==> config.mk <==
export PLATFORM = sky130hd
export DESIGN_NAME = pipelined_adder_flat
export DESIGN_NICKNAME = d
export VERILOG_FILES = /design/src/rtl/pipelined_adder_if.sv /design/src/rtl/pipelined_adder.sv /design/src/flat_wrapper.sv
export SDC_FILE = /design/constraint.sdc
export NUM_CORES = 1
export LEC_CHECK = 0
export CAP_MARGIN = 20
export CORE_MARGIN = 1.5
export CORE_UTILIZATION = 50
export DETAILED_ROUTE_END_ITERATION = 8
export GPL_ROUTABILITY_DRIVEN = 0
export PLACE_DENSITY = 0.72
export SYNTH_ARGS = -nofsm -noshare
export SYNTH_HDL_FRONTEND = slang
export SYNTH_SLANG_ARGS = --single-unit
==> constraint.sdc <==
create_clock -name clk -period 3.4 [get_ports clk]
set_clock_uncertainty 0.1 [all_clocks]
set_input_delay 0.51 -clock clk [delete_from_list [all_inputs] [get_ports clk]]
set_output_delay 0.51 -clock clk [all_outputs]
set_load 0.05 [all_outputs]
==> src/rtl/pipelined_adder_if.sv <==
// Operand/result bundle for pipelined_adder. The optional sub signal exists only
// when PIPELINED_ADDER_SUB_EN is defined.
// Handshake: a transfer happens on a rising clk edge where valid && ready are both
// high. The producer holds its payload stable while valid is high and ready is low.
interface pipelined_adder_if #(
    parameter int WIDTH = 16
);
    logic             in_valid;
    logic             in_ready;
    logic [WIDTH-1:0] a;
    logic [WIDTH-1:0] b;
    logic             c_in;
    logic             out_valid;
    logic             out_ready;
    logic [WIDTH-1:0] sum;
    logic             c_out;
    logic             ovf;
`ifdef PIPELINED_ADDER_SUB_EN
    logic             sub;

    modport master (
        output in_valid, a, b, c_in, sub, out_ready,
        input  in_ready, out_valid, sum, c_out, ovf
    );
    modport slave (
        input  in_valid, a, b, c_in, sub, out_ready,
        output in_ready, out_valid, sum, c_out, ovf
    );
`else
    modport master (
        output in_valid, a, b, c_in, out_ready,
        input  in_ready, out_valid, sum, c_out, ovf
    );
    modport slave (
        input  in_valid, a, b, c_in, out_ready,
        output in_ready, out_valid, sum, c_out, ovf
    );
`endif
endinterface

==> src/rtl/pipelined_adder.sv <==
// Carry-pipelined adder: WIDTH/SLICE stages, each stage adds one SLICE-wide slice.
// Define PIPELINED_ADDER_SUB_EN to add the bus.sub input (a - b when high).
module pipelined_adder #(
    parameter int WIDTH = 16,
    parameter int SLICE = 4
) (
    input logic             clk,
    input logic             rst,
    pipelined_adder_if.slave bus
);
    localparam int STAGES = WIDTH / SLICE;
    localparam int LAST   = STAGES - 1;

    if (WIDTH % SLICE != 0) begin : g_bad_slice
        $error("pipelined_adder: WIDTH must be a multiple of SLICE");
    end

    logic             advance;
    logic [WIDTH-1:0] op_a;
    logic [WIDTH-1:0] op_b;
    logic             op_c;

    // Per-stage registers. Each stage carries the full operands and the partial sum.
    // Slices are consumed in order, so the operands skew and the finished sum
    // slices deskew without any separate delay chains.
    logic             valid_q [STAGES];
    logic             carry_q [STAGES];
    logic             carry_d [STAGES];
    logic [WIDTH-1:0] a_q     [STAGES];
    logic [WIDTH-1:0] a_d     [STAGES];
    logic [WIDTH-1:0] b_q     [STAGES];
    logic [WIDTH-1:0] b_d     [STAGES];
    logic [WIDTH-1:0] s_q     [STAGES];
    logic [WIDTH-1:0] s_d     [STAGES];
    logic             ovf_q;
    logic             ovf_d;

    // Subtraction is folded in at entry as a + ~b + 1, so later stages only ever add.
    always_comb begin
        op_a = bus.a;
        op_b = bus.b;
        op_c = bus.c_in;
`ifdef PIPELINED_ADDER_SUB_EN
        if (bus.sub) begin
            op_b = ~bus.b;
            op_c = 1'b1;
        end
`endif
    end

    always_comb begin
        logic [WIDTH-1:0] src_a;
        logic [WIDTH-1:0] src_b;
        logic [WIDTH-1:0] src_s;
        logic             src_c;
        logic [SLICE-1:0] part;
        ovf_d = 1'b0;
        for (int k = 0; k < STAGES; k++) begin
            if (k == 0) begin
                src_a = op_a;
                src_b = op_b;
                src_s = '0;
                src_c = op_c;
            end else begin
                src_a = a_q[k-1];
                src_b = b_q[k-1];
                src_s = s_q[k-1];
                src_c = carry_q[k-1];
            end
            {carry_d[k], part} = {1'b0, src_a[k*SLICE +: SLICE]}
                               + {1'b0, src_b[k*SLICE +: SLICE]}
                               + {{SLICE{1'b0}}, src_c};
            s_d[k] = src_s;
            s_d[k][k*SLICE +: SLICE] = part;
            a_d[k] = src_a;
            b_d[k] = src_b;
            // The carry into the MSB is recovered as a ^ b ^ sum at the MSB.
            if (k == LAST) begin
                ovf_d = src_a[WIDTH-1] ^ src_b[WIDTH-1] ^ part[SLICE-1] ^ carry_d[k];
            end
        end
    end

    always_ff @(posedge clk or posedge rst) begin
        if (rst) begin
            for (int k = 0; k < STAGES; k++) begin
                valid_q[k] <= 1'b0;
                carry_q[k] <= 1'b0;
                a_q[k]     <= '0;
                b_q[k]     <= '0;
                s_q[k]     <= '0;
            end
            ovf_q <= 1'b0;
        end else if (advance) begin
            valid_q[0] <= bus.in_valid;
            for (int k = 1; k < STAGES; k++) begin
                valid_q[k] <= valid_q[k-1];
            end
            for (int k = 0; k < STAGES; k++) begin
                carry_q[k] <= carry_d[k];
                a_q[k]     <= a_d[k];
                b_q[k]     <= b_d[k];
                s_q[k]     <= s_d[k];
            end
            ovf_q <= ovf_d;
        end
    end

    // The whole pipeline moves as one unit. It stalls only while the output
    // register holds a result that the consumer has not yet taken.
    assign advance       = !valid_q[LAST] || bus.out_ready;
    assign bus.in_ready  = advance;
    assign bus.out_valid = valid_q[LAST];
    assign bus.sum       = s_q[LAST];
    assign bus.c_out     = carry_q[LAST];
    assign bus.ovf       = ovf_q;
endmodule
==> src/flat_wrapper.sv <==
// flat-port wrapper written by rule: the top's interface ports become plain ports
module pipelined_adder_flat 
#(
    parameter int WIDTH = 16,
    parameter int SLICE = 4
)
  (clk, rst, bus_in_valid, bus_a, bus_b, bus_c_in, bus_out_ready, bus_in_ready, bus_out_valid, bus_sum, bus_c_out, bus_ovf);
  pipelined_adder_if #(.WIDTH(WIDTH)) bus_i ();
  input logic clk;
  input logic rst;
  input wire logic [$bits(bus_i.in_valid)-1:0] bus_in_valid;
  input wire logic [$bits(bus_i.a)-1:0] bus_a;
  input wire logic [$bits(bus_i.b)-1:0] bus_b;
  input wire logic [$bits(bus_i.c_in)-1:0] bus_c_in;
  input wire logic [$bits(bus_i.out_ready)-1:0] bus_out_ready;
  output wire logic [$bits(bus_i.in_ready)-1:0] bus_in_ready;
  output wire logic [$bits(bus_i.out_valid)-1:0] bus_out_valid;
  output wire logic [$bits(bus_i.sum)-1:0] bus_sum;
  output wire logic [$bits(bus_i.c_out)-1:0] bus_c_out;
  output wire logic [$bits(bus_i.ovf)-1:0] bus_ovf;
  assign bus_i.in_valid = bus_in_valid;
  assign bus_i.a = bus_a;
  assign bus_i.b = bus_b;
  assign bus_i.c_in = bus_c_in;
  assign bus_i.out_ready = bus_out_ready;
  assign bus_in_ready = bus_i.in_ready;
  assign bus_out_valid = bus_i.out_valid;
  assign bus_sum = bus_i.sum;
  assign bus_c_out = bus_i.c_out;
  assign bus_ovf = bus_i.ovf;
  pipelined_adder #(.WIDTH(WIDTH), .SLICE(SLICE)) u_core (.clk(clk), .rst(rst), .bus(bus_i));
endmodule
# Yosys cells after proc, flatten, opt, wreduce, memory -nomap -nowiden
# Cells that the tools add are included.
# classes
n_addsub	8
n_mul	0
div_mod_pow	0
magnitude_cmp	0
n_eq_ne	0
shift	0
muxes	0
n_bitwise	3
n_reduce_logical	2
# op_table
cell	count
$add 4x4->5	4
$add 5x1->5	4
$xor 1x1->1	3
$logic_not 1->1	1
$logic_or 1x1->1	1
# word_totals
reg_bits	145
latchBits	0
mem_bits_rw	0
rom_bits	0
in_bits	37
output_inout_bits	20
wordCells	32
n_memories	0

# Depth between registers and ports, before layout
# depth
depth_word	4
depth_mapped	6
ltp_nobuf	6

# Worst setup path after synthesis
# No wires, ideal clock.
# synth_timing
path_kind	register -> register
from	register u_core.b_q (netlist bit u_core.b_d[12])
to	register u_core.ovf_q (netlist: u_core.bus.ovf)
arrival_ns	1.761
t_required_ns	3.178
path_slack_ns	1.417
stages_incl_launch_ff	7
path_buffers	0
synth_period_minus_slack_ns	1.983
path_cell_list	dfrtp_1 fa_1 fa_1 a21o_1 a21oi_2 xnor2_1 o21ai_1
# synth_between
elab_chain_len	4
# synth_rtl
element	line_no	rtl
start: declaration	pipelined_adder.sv:31	logic [WIDTH-1:0] b_q [STAGES];
start signal: indexed assignment	pipelined_adder.sv:102	b_q[k] <= b_d[k];
$add 4x4->5 (*)	pipelined_adder.sv:71	+ {1'b0, src_b[k*SLICE +: SLICE]}
$add 5x1->5 (*)	pipelined_adder.sv:72	+ {{SLICE{1'b0}}, src_c};
$xor 1x1->1	pipelined_adder.sv:79	ovf_d = src_a[WIDTH-1] ^ src_b[WIDTH-1] ^ part[SLICE-1] ^ carry_d[k];
$xor 1x1->1 (*)	pipelined_adder.sv:79	
end signal: assignment	pipelined_adder.sv:105	ovf_q <= ovf_d;
end: declaration	pipelined_adder.sv:35	logic ovf_q;
# Mark *: on every way between the ends. The rest lies on a longest branch, timed or not.
# A chain may end at the register's enable or synchronous reset.

# Final worst setup path
# layout_timing
from	input bus_out_ready
to	output bus_in_ready
# layout_between
elab_chain_len	1
# layout_rtl
element	line_no	rtl
start: declaration	flat_wrapper.sv:15	input wire logic [$bits(bus_i.out_ready)-1:0] bus_out_ready;
$logic_or 1x1->1	pipelined_adder.sv:111	assign advance = !valid_q[LAST] || bus.out_ready;
end: declaration	flat_wrapper.sv:16	output wire logic [$bits(bus_i.in_ready)-1:0] bus_in_ready;
# Every way passes these cells.

==> summary.txt <==
Cells and area
  • Nets: 550
  • FF/Latch Area: roughly 0.0024 mm^2
  • Multi-input logic area: 0.001563 mm^2
  • Fillers: 678
  • Area Overhead vs Synth: 20.53%
  • Fin util: 0.6142
  • Share of layout cells above drive strength 1: 0.04618
  • ANT cells: 0

GRT
  • Vias in the first global route: a little over 3k
  • Gr usage total: 0.1864
  • First-pass GRT wire length: 12.83 mm
  • Largest net degree at the start of global routing: between 90 and 100
  • Total gr overflow: 0
  • Antenna violations before repair: 0

Yosys
  • Area share of the largest cell type after synthesis: 0.5856
  • Most numerous cell in the Yosys netlist: nand2_1
  • Post-Synthesis Cells: 444
  • Mapped Nets: about 500
  • Commonest cells in the netlist: nand2_1, dfrtp_1, a21oi_1
  • Synthesis Warnings: 0
  • #FFs+latches synth: 97
  • EDFF count, synth: 0
  • Synth area leaders: dfrtp_1, nand2_1, fa_1, ha_1, buf_4
  • Asr flop ratio synth: 1.000
  • Mapped Area: 0.004145 mm^2
  • Main synth FF type: dfrtp_1
  • Avg Cell Area, Syn: 9.336 um^2
  • Share of the yosys chip area belonging to registers: 0.5856
  • Synth cell types: 20
  • Most area-hungry cell type in the Yosys netlist: dfrtp_1

Power and ir drop
  • Pwr Density: 955.0 mW/mm^2
  • Psw: between 0.0015 and 0.002 W
  • Combinational fraction of design power: 0.410
  • Leakage: 2.558 nW
  • Clock power frac: 0.183
  • Switching share of power: 0.3947
  • Internal power: just under 0.003 W
  • Peak supply drop: 0.4324 mV
  • Sequential share of power: 0.408

Floorplan
  • Initial Utilization: 0.5096
  • Ports: between 50 and 60
  • Chip height: 94.05 um
  • Die area: around 0.0088 mm^2
  • Core footprint: 0.008134 mm^2
  • Num rows: 33
  • Die extent in x: ~94 um

Worst setup path
  • Reg2Reg Launch Point: u_core.b_d[12]$_DFFE_PP0P_
  • Crit-path slowest cell: clkdlybuf4s50_1
  • Worst-path maximum fanout: 23
  • Crit path max-delay family: buffers and inverters
  • FF-to-FF End: u_core.bus.ovf$_DFFE_PP0P_
  • Critical path type: input pin to primary output
  • R2r setup slk: 1260 ps
  • Crit path launch: bus_out_ready
  • Slowest cell delay on critical path: 440 ps
  • CP Cell Sequence: clkdlybuf4s50_1 -> nor2b_4 -> clkinv_2 -> buf_4
  • Critical path arrival: 1670 ps
  • Critical Path Source Type: input pin
  • Critical Path RT: 2790 ps
  • CP endpoint kind: primary output
  • Worst R2R Path Depth: 6
  • Buf+Inv Stages, Crit Path: 3

Flow run
  • Max_cap viols: 0

Worst hold path
  • Hold_sp: u_core.b_d[40]$_DFFE_PP0P_
  • Min-delay worst type: flip-flop to flip-flop
  • Min-Delay Path Depth: 2
  • WHS Endpoint: u_core.b_d[40]$_DFFE_PP0P_

Clock tree
  • Post-CTS Hold Fix Bufs: 0
  • CTS tree: yes
  • Clock H-tree levels: 3
  • CTS Buf Count: 9
  • Root buffer cell: clkbuf_8
  • Clock buffer depth: 2
  • Post_cts resized: 0
  • Clock Sinks: 97
  • Worst skew pair latency: 350 ps
  • Clock transition at path regs: 90 ps
  • Setup Fix Bufs, Post-CTS: 0

Routing
  • Vias per inst: 4.884
  • 1st-iter DRT viols: approximately 160
  • Vias: 2945
  • WL final: ~7.3 mm
  • DR DRC count: 0
  • Antenna Nets Post-Route: 0
  • Initial DRT Pass Iterations: 4
  • WL/cell: 12.03 um

Timing
  • Fmax: 438.9 MHz
  • Slew HR: 0.4105
  • Final hold viol count: 0
  • RSZ-0062 raised after global routing: no
  • Setup violations, final: 0
  • Worst slew pin tran: 884.3 ps
  • Fin Setup TNS: 0 ps
  • Max-slew violation total from the final report: 0
  • Period utilisation layout: 0.6701
  • Crit path time final: 2278 ps

Placed design
  • Detailed Place HPWL: 4.683 mm
  • I/O Buffers: 56

Run status
  • Outcome: completed
how the worst max path moves through the flow:
stage          cells after the start                             to  slack [ps]
5_1_grt                            4                   bus_in_ready        1060
3_3_place_gp                       6  u_core.carry_q[3]$_DFFE_PP0P_         980
3_5_place_dp                       6  u_core.carry_q[3]$_DFFE_PP0P_         970
2_1_floorplan                      1     u_core.a_d[12]$_DFFE_PP0P_         260
6_report                           4                   bus_in_ready        1120
4_1_cts                            4                   bus_in_ready        1110
worst reg2reg max path: cells and delay by family, from the launching register on:
family                   cells  cell delay, ps
XOR/XNOR                     1             130
adder cells (fa/ha/maj)      2             910
flip-flops                   1             410
AO/OA/AOI/OAI                3             450
state kept, by name, indices dropped and copies added (netlist names):
name                  flops
u_core.bus.ovf            1
u_core.bus.c_out          1
u_core.b_d               24
u_core.a_d               24
u_core.bus.sum           16
u_core.valid_q            3
u_core.bus.out_valid      1
u_core.carry_q            3
u_core.s_d               24
layout make-up:
cell class	count	area share
clock buffer	11	0.02630
clock inverter	5	0.02079
inverter	8	0.006762
multi-input combinational	318	0.3128
sequential	97	0.4859
tap	105	0.02630
timing repair buffer	59	0.1212
layout by cell type (no fill, tap or decap):
cell type	synthesis	layout
a21o_1	6	6
buf_12	0	2
a21oi_1	13	13
o21ai_0	11	11
o21ai_1	1	1
a21oi_4	1	1
nor2b_1	2	2
inv_4	0	1
buf_4	10	2
fa_1	8	8
clkdlybuf4s50_1	0	55
inv_1	7	6
a21oi_2	1	1
bufinv_16	0	3
clkbuf_1	0	2
clkbuf_8	0	9
nand2b_1	1	1
dfrtp_1	97	97
clkinv_2	0	2
nor2b_4	0	1
xnor2_1	3	3
ha_1	12	12
nor2_1	11	11
clkinv_4	0	1
xor2_1	6	6
nand2_1	241	241
cell families (layout without fill, tap and decap cells):
group	Yosys count	in the layout	share of synthesized area
adder cells (fa/ha/maj)	20	20	0.07485
XOR/XNOR	9	9	0.01902
flip-flops	97	97	0.5856
buffers and inverters	29	83	0.03863
AND/OR/NAND/NOR	256	256	0.2348
AO/OA/AOI/OAI	33	33	0.04709
layer usage:
| metal | share of wire | global-route usage | up-vias |
|---|---|---|---|
| met1 | 0.44 | 0.2156 | 1418 |
| met2 | 0.51 | 0.3315 | 48 |
| met5 | 0 | 0 | - |
| met4 | 0.023 | 0.09826 | 0 |
| met3 | 0.026 | 0.02913 | 17 |
| li1 | - | - | 1462 |
per-stage QoR:
step | worst slack, ps | hold slack (ps) | area, um^2 | power, W | std cells
finish | 1122 | 368.6 | 4996 | 0.004771 | 603
global route | 1059 | 386.4 | 4996 | 0.005144 | 603
CTS | 1112 | 372.7 | 4996 | 0.004820 | 603
detailed placement | 971.2 | 351.5 | 4761 | 0.003942 | 587
global placement | 981.5 | 342.3 | 4761 | 0.003844 | 587
floorplan | 256.3 | 330.0 | 4145 | 0.003394 | 444
power groups by stage:
stage	clock (W)	sequential, W	combinational (W)
floorplan	0	0.00228	0.00111
global placement	0	0.00194	0.00190
detailed placement	0	0.00197	0.00197
CTS	0.000886	0.00195	0.00199
global route	0.000933	0.00201	0.00220
finish	0.000871	0.00194	0.00196
Power figures use the tool's default switching activity.
